**src/rtl/fetch_unit.sv**
```systemverilog
// -----------------------------------------------------------------------------
// fetch_unit
//
// Instruction fetch stage. Holds the program counter, presents it to a
// combinational-read instruction memory and captures each returned word with
// its PC into a 2-entry output FIFO. Decode drains the FIFO through a
// valid/ready handshake; execute redirects the stream on taken branches/jumps.
//
// Configuration macro: FETCH_MISALIGN_TRAP_EN
//   defined   : a misaligned redirect target produces a single marker entry
//               {redirect_pc, 0, misalign=1} and halts fetch until the next
//               redirect or reset. Adds the out_misalign port.
//   undefined : the low two bits of redirect_pc are dropped on load.
//
// XLEN normally comes from constants.vh; a 32-bit fallback is provided when
// the macro has not been defined by the build.
//
// Ports:
//   clk            : clock
//   reset          : synchronous active-high reset
//   imem_addr      : byte address to instruction memory (always the PC)
//   imem_rdata     : instruction word for imem_addr, same cycle
//   redirect_valid : load redirect_pc this cycle, flush the FIFO
//   redirect_pc    : redirect target
//   out_valid      : FIFO head valid
//   out_ready      : consumer accepts the head
//   out_pc         : PC of the head entry
//   out_inst       : instruction of the head entry
//   out_misalign   : head is a misaligned-target marker (macro only)
// -----------------------------------------------------------------------------
`ifndef XLEN
`define XLEN 32
`endif

module fetch_unit #(
    parameter logic [`XLEN-1:0] RESET_PC = '0
) (
    input  logic              clk,
    input  logic              reset,
    output logic [`XLEN-1:0]  imem_addr,
    input  logic [`XLEN-1:0]  imem_rdata,
    input  logic              redirect_valid,
    input  logic [`XLEN-1:0]  redirect_pc,
    output logic              out_valid,
    input  logic              out_ready,
    output logic [`XLEN-1:0]  out_pc,
    output logic [`XLEN-1:0]  out_inst
`ifdef FETCH_MISALIGN_TRAP_EN
    ,
    output logic              out_misalign
`endif
);

    localparam int XLEN = `XLEN;

    localparam logic [1:0] COUNT_EMPTY = 2'd0;
    localparam logic [1:0] COUNT_ONE   = 2'd1;
    localparam logic [1:0] COUNT_FULL  = 2'd2;

    logic [XLEN-1:0] pc_reg;
    logic [1:0]      count_reg;
    logic [1:0]      count_next;

    // Slot 0 is always the head; slot 1 shifts down on a pop.
    logic [XLEN-1:0] slot_pc_reg   [2];
    logic [XLEN-1:0] slot_inst_reg [2];
    logic            slot_mis_reg  [2];

    logic            pop;
    logic            push;
    logic            space;
    logic            wr_idx;
    logic [XLEN-1:0] target_pc;
    logic [XLEN-1:0] push_inst;
    logic            push_mis;

    assign imem_addr = pc_reg;
    assign out_valid = (count_reg != COUNT_EMPTY);
    assign out_pc    = slot_pc_reg[0];
    assign out_inst  = slot_inst_reg[0];

    assign pop   = out_valid && out_ready;
    // A full FIFO can still accept a word when the head leaves this cycle.
    assign space = (count_reg != COUNT_FULL) || pop;
    // New entry lands just behind whatever survives this cycle's pop.
    assign wr_idx = (count_reg == COUNT_FULL) || ((count_reg == COUNT_ONE) && !pop);

`ifdef FETCH_MISALIGN_TRAP_EN
    logic halted_reg;
    logic marker_pending_reg;
    logic target_misaligned;

    assign target_misaligned = (redirect_pc[1:0] != 2'b00);
    assign target_pc         = redirect_pc;
    // While halted the only push allowed is the one-shot marker entry.
    assign push      = !redirect_valid && (!halted_reg || marker_pending_reg) && space;
    assign push_inst = marker_pending_reg ? '0 : imem_rdata;
    assign push_mis  = marker_pending_reg;
    assign out_misalign = slot_mis_reg[0];

    always_ff @(posedge clk) begin
        if (reset) begin
            halted_reg         <= 1'b0;
            marker_pending_reg <= 1'b0;
        end else if (redirect_valid) begin
            halted_reg         <= target_misaligned;
            marker_pending_reg <= target_misaligned;
        end else if (push) begin
            marker_pending_reg <= 1'b0;
        end
    end
`else
    // Masking (rather than slicing) keeps every redirect_pc bit in use.
    assign target_pc = redirect_pc & ~XLEN'(3);
    assign push      = !redirect_valid && space;
    assign push_inst = imem_rdata;
    assign push_mis  = 1'b0;
`endif

    always_comb begin
        count_next = count_reg;
        if (redirect_valid) begin
            // Any pop this cycle still completes; the remainder is dropped.
            count_next = COUNT_EMPTY;
        end else if (push && !pop) begin
            count_next = count_reg + 2'd1;
        end else if (pop && !push) begin
            count_next = count_reg - 2'd1;
        end
    end

    always_ff @(posedge clk) begin
        if (reset) begin
            pc_reg    <= RESET_PC;
            count_reg <= COUNT_EMPTY;
        end else begin
            count_reg <= count_next;
            if (redirect_valid) begin
                pc_reg <= target_pc;
            end else if (push && !push_mis) begin
                // Marker entries do not consume a fetch, so the PC holds.
                pc_reg <= pc_reg + XLEN'(4);
            end
        end
    end

    genvar gi;
    generate
        for (gi = 0; gi < 2; gi++) begin : g_slot
            always_ff @(posedge clk) begin
                if (reset) begin
                    slot_pc_reg[gi]   <= '0;
                    slot_inst_reg[gi] <= '0;
                    slot_mis_reg[gi]  <= 1'b0;
                end else if (push && (wr_idx == 1'(gi))) begin
                    slot_pc_reg[gi]   <= pc_reg;
                    slot_inst_reg[gi] <= push_inst;
                    slot_mis_reg[gi]  <= push_mis;
                end else if (pop && (gi == 0)) begin
                    slot_pc_reg[gi]   <= slot_pc_reg[1];
                    slot_inst_reg[gi] <= slot_inst_reg[1];
                    slot_mis_reg[gi]  <= slot_mis_reg[1];
                end
            end
        end
    endgenerate

endmodule

```
**config.mk**
```make
export PLATFORM = sky130hd
export DESIGN_NAME = fetch_unit
export DESIGN_NICKNAME = d
export VERILOG_FILES = /design/src/rtl/fetch_unit.sv
export SDC_FILE = /design/constraint.sdc
export NUM_CORES = 1
export LEC_CHECK = 0
export BUFFER_PORTS_ARGS = -buffer_cell sky130_fd_sc_hd__buf_2
export CORE_UTILIZATION = 40
export CTS_CLUSTER_DIAMETER = 60
export CTS_CLUSTER_SIZE = 40
export DETAILED_ROUTE_END_ITERATION = 7
export PLACE_DENSITY = 0.73
export SETUP_SLACK_MARGIN = 0.02
export SYNTH_ARGS = -nofsm -noshare
export SYNTH_HDL_FRONTEND = slang
export SYNTH_SLANG_ARGS = --single-unit
```
**constraint.sdc**
```tcl
create_clock -name clk -period 17.22 [get_ports clk]
set_input_delay 0.861 -clock clk [delete_from_list [all_inputs] [get_ports clk]]
set_output_delay 0.861 -clock clk [all_outputs]
set_load 0.02 [all_outputs]
```
# [Yosys cells after proc, flatten, opt, wreduce, memory -nomap -nowiden]
# Memories as Yosys holds them, arrays and structs flattened.
# Index checks and enable logic that the tools add are counted.
# W data, S select, Z words.
[word_totals] register_bits=34 latch_bits=0 mem_bits_rw=128 rom_bits=0 inputBits=68 out_inout_bits=97 word_cells=56 mem_count=2
[memory_table] name="slot_inst_reg" depth=2 width=32 read_ports=2 rd_ports_with_merged_regs=0 wr=2 line_no="66" source="logic [XLEN-1:0] slot_inst_reg [2];"
[memory_table] name="slot_pc_reg" depth=2 width=32 read_ports=2 rd_ports_with_merged_regs=0 wr=2 line_no="65" source="logic [XLEN-1:0] slot_pc_reg [2];"
[op_classes] add_sub_neg=3 mul=0 div_mod_pow=0 n_lt_le_gt_ge=0 n_eq_ne=3 shift=0 n_mux=22 n_bitwise=7 reduce_logical=16
[ops] cell="$mux W32" n=8
[ops] cell="$add A32 B3 Y32 const B" n=1
[ops] cell="$mux W1" n=12
[ops] cell="$logic_and A1 B1 Y1" n=7
[ops] cell="$or A1 B1 Y1" n=6
[ops] cell="$reduce_bool A2 Y1" n=3
[ops] cell="$mux W2" n=2
[ops] cell="$logic_not A1 Y1" n=3
[ops] cell="$add A2 B1 Y2 const B" n=1
[ops] cell="$eq A2 B1 Y1 const B" n=1
[ops] cell="$eq A2 B2 Y1 const B" n=1
[ops] cell="$logic_or A1 B1 Y1" n=2
[ops] cell="$ne A2 B2 Y1 const B" n=1
[ops] cell="$reduce_or A2 Y1" n=1
[ops] cell="$sub A2 B1 Y2 const B" n=1
[ops] cell="$not A1 Y1" n=1

# [Logic depth before layout (Yosys ltp)]
[logic_depth] depth_word=12 depth_mapped=11 ltp_nobuf=9

# [Least setup slack after synthesis]
# Ideal clock, no wire load.
[synth_path] path_kind="input -> register" start="in redirect_valid" end="mem slot_inst_reg[0][0] (netlist name), enable pin" setup_ns=0.695 t_arrival_ns=8.208 required_time_ns=16.525 path_slack_ns=8.317 path_stages=2 path_buffers=1 cell_sequence="buf_2 -> o311ai_0"
[synth_lines] item="from (decl)" line_no="42" source="input logic redirect_valid,"
[synth_lines] item="to (decl)" line_no="66"

==> impl_metrics.py <==
metrics = {
    "status": {
        "status": "finished, final reports clean",
    },
    "place": {
        "gp_congestion": 0.791,
        "dp_hpwl_mm": 10.2,
        "dpl_cell_area_um2": 7730,
        "port_buffers": 158,
    },
    "floorplanning": {
        "ios": 165,
        "die_width_um": 132,
        "row_count": 47,
        "fp.dieH_um": 132,
        "initial_core_util_pct": 40.8,
        "core_um2": 16500,
        "die-area_um2": 17400,
    },
    "finish": {
        "largest_register_ff_count": 64,
        "area_delta_synth_final_pct": 22.9,
        "drive_above_1_share_pct": 31.3,
        "final_util_pct": 50.2,
        "fin_area_um2": 8300,
        "multi_input_area_um2": 2220,
        "fillers": 1449,
        "seq_area_um2": 4360,
        "nNetsFinal": 730,
    },
    "setup_path": {
        "worstPathArrival_ns": 3.17,
        "cp-start-kind": "flip-flop",
        "endpoint_kind": "flip-flop",
        "cp.required_ns": 17.28,
        "rrSetupSlack_ns": 14.11,
        "reg2reg_depth": 5,
        "startpoint": "count_reg[0]$_SDFFE_PP0P_",
        "crit_type": "reg2reg",
        "worstPathMaxFanout": 44,
        "crit_path_end": "slot_pc_reg[1][26]$_SDFFCE_PN0P_",
        "r2r-end": "slot_pc_reg[1][26]$_SDFFCE_PN0P_",
        "reg2reg_from": "count_reg[0]$_SDFFE_PP0P_",
    },
    "sta": {
        "clock_skew_ns": 0.0110,
        "period_share_pct": 18.1,
        "worstMarginPinSlew_ns": 0.939,
        "fmax_mhz": 321,
        "fin_crit_ns": 3.11,
        "slew_headroom_pct": 37.1,
        "setup_violations": 0,
        "final_max_slew_viol_count": 0,
        "hold_viol_final": 0,
        "finalSetupTns_ns": 0,
        "grt_setup_unrepaired": "false",
    },
    "global_route": {
        "overflow": 0,
        "grt_pass1_vias": 4712,
        "grt_pass1_wl_mm": 24.6,
        "grt_max_degree": 63,
        "grt_antenna_before_repair": 1,
        "grt.total_usage_pct": 18.3,
    },
    "synth": {
        "async_reset_ff_share_pct": 0,
        "yosys_warnings": 0,
        "postSynth.topFlopCell": "edfxtp_1",
        "ys_top_cells_by_area": "edfxtp_1 (55%), dfxtp_1 (9.5%), a22o_1 (8.0%)",
        "synth-seq-cells": 156,
        "synth.largest_area_cell": "edfxtp_1",
        "synth_enable_flop_cells": 124,
        "netlist_area_um2": 6750,
        "synth_top_cell_area_share_pct": 55.2,
        "ys_types": 42,
        "syn_avg_cell_area_um2": 13.3,
        "synth_cells": 508,
        "ys_seq_area_share_pct": 64.7,
        "synth_most_common_cell": "edfxtp_1",
        "synthTopCellsByCount": "edfxtp_1 (124), and2_1 (63), a22o_1 (62)",
    },
    "worst_hold_path": {
        "hold_path_class": "reg2reg",
    },
    "clocking": {
        "cts.sinks": 156,
        "post_cts_buffers": 0,
        "cts_tree": "yes",
        "clk_path_buf_depth": 2,
        "clk_latency_ns": 0.42,
        "root_buffer": "clkbuf_16",
        "htreeDepth": 4,
        "cts_resized": 0,
        "postCtsHoldBufs": 0,
        "path_clk_slew_ns": 0.06,
        "numCtsBuffers": 17,
    },
    "route": {
        "route.detailed.drc": 0,
        "vias": 4655,
        "avgRoutedWirePerCell_um": 17.0,
        "final_antenna_net_count": 0,
        "routed_wl_mm": 15.2,
        "drt_pass1_iterations": 7,
        "via_per_inst": 5.22,
        "drt_iter0_drc": 291,
    },
    "job": {
        "cap_viol_max_count": 0,
    },
    "power": {
        "finalPower_mw": 0.931,
        "p_leak_nw": 3.41,
        "power.density_nw_per_um2": 112,
        "ir_worst_vdd_v": 0.0000709,
    },
}
## layout make-up
class / instances / share of cell area, %
clock inverters: 12 / 1.48
diodes: 2 / 0.0603
inverters: 8 / 0.362
clock buffers: 20 / 5.26
multi-input cells: 309 / 26.8
well taps: 220 / 3.32
repair buffers: 165 / 10.2
flip-flops and latches: 156 / 52.6
## how the worst min path moves through the flow
stage | startpoint | endpoint | slack [ns] | cells past startpoint
3_5_place_dp | slot_inst_reg[1][3]$_SDFFCE_PN0P_ | slot_inst_reg[0][3]$_DFFE_PP_ | 0.52 | 1
4_1_cts | slot_inst_reg[1][16]$_SDFFCE_PN0P_ | slot_inst_reg[0][16]$_DFFE_PP_ | 0.53 | 1
3_3_place_gp | slot_inst_reg[1][18]$_SDFFCE_PN0P_ | slot_inst_reg[0][18]$_DFFE_PP_ | 0.52 | 1
2_1_floorplan | count_reg[1]$_SDFFE_PP0P_ | count_reg[1]$_SDFFE_PP0P_ | 0.51 | 2
5_1_grt | slot_pc_reg[1][7]$_SDFFCE_PN0P_ | slot_pc_reg[0][7]$_DFFE_PP_ | 0.55 | 1
6_report | slot_inst_reg[1][16]$_SDFFCE_PN0P_ | slot_inst_reg[0][16]$_DFFE_PP_ | 0.53 | 1
## kinds of logic after synthesis
kind of cell	Yosys count	synth area share, %
multiplexers	2	0.315
flip-flops	156	64.7
other	1	0.0556
AO/OA/AOI/OAI	109	13.6
buffers and inverters	46	3.06
AND/OR/NAND/NOR	159	13.5
adder cells (fa/ha/maj)	5	0.927
XOR/XNOR	30	3.89
## metrics by stage
step	setup slack (ns)	instances	hold slack [ns]
after floorplan	8.32	511	0.508
after CTS	14.08	890	0.530
after detailed placement	14.03	858	0.520
final	14.11	892	0.527
after global routing	13.87	890	0.547
after global placement	14.09	858	0.516
## metal layers
| metal | wire length, µm | part of all wire, % | vias up | global-route usage [%] |
|---|---|---|---|---|
| met5 | 0 | 0 | - | 0 |
| met1 | 6870 | 45 | 2283 | 23.4 |
| met2 | 7320 | 48 | 152 | 30.0 |
| li1 | - | - | 2207 | - |
| met3 | 862 | 5.7 | 13 | 4.84 |
| met4 | 151 | 0.99 | 0 | 6.27 |
## power breakdown
part           leakage (nW)  internal (mW)  switching, mW
clock                 0.274          0.212          0.146
sequential             1.59          0.443         0.0168
combinational          1.54         0.0376         0.0756
## worst max-delay path, stage by stage, from the launching register on
cell	delay (ns)
dfxtp_1	0.33
inv_1	0.09
ha_1	0.69
mux2_2	0.47
o21ai_4	0.53
buf_4	0.59
## cell usage in the layout, fill, tap and decap left out, types with 8 or more instances in the layout
cell,count
a211oi_1,23
a21oi_1,12
a22o_1,62
and2_1,63
buf_2,158
clkbuf_16,17
dfxtp_1,32
edfxtp_1,124
nand2_1,27
nand3_1,12
nand4_1,10
nor2_1,25
xnor2_1,8
xor2_1,22
No activity file was read; power rests on OpenSTA's default activity.
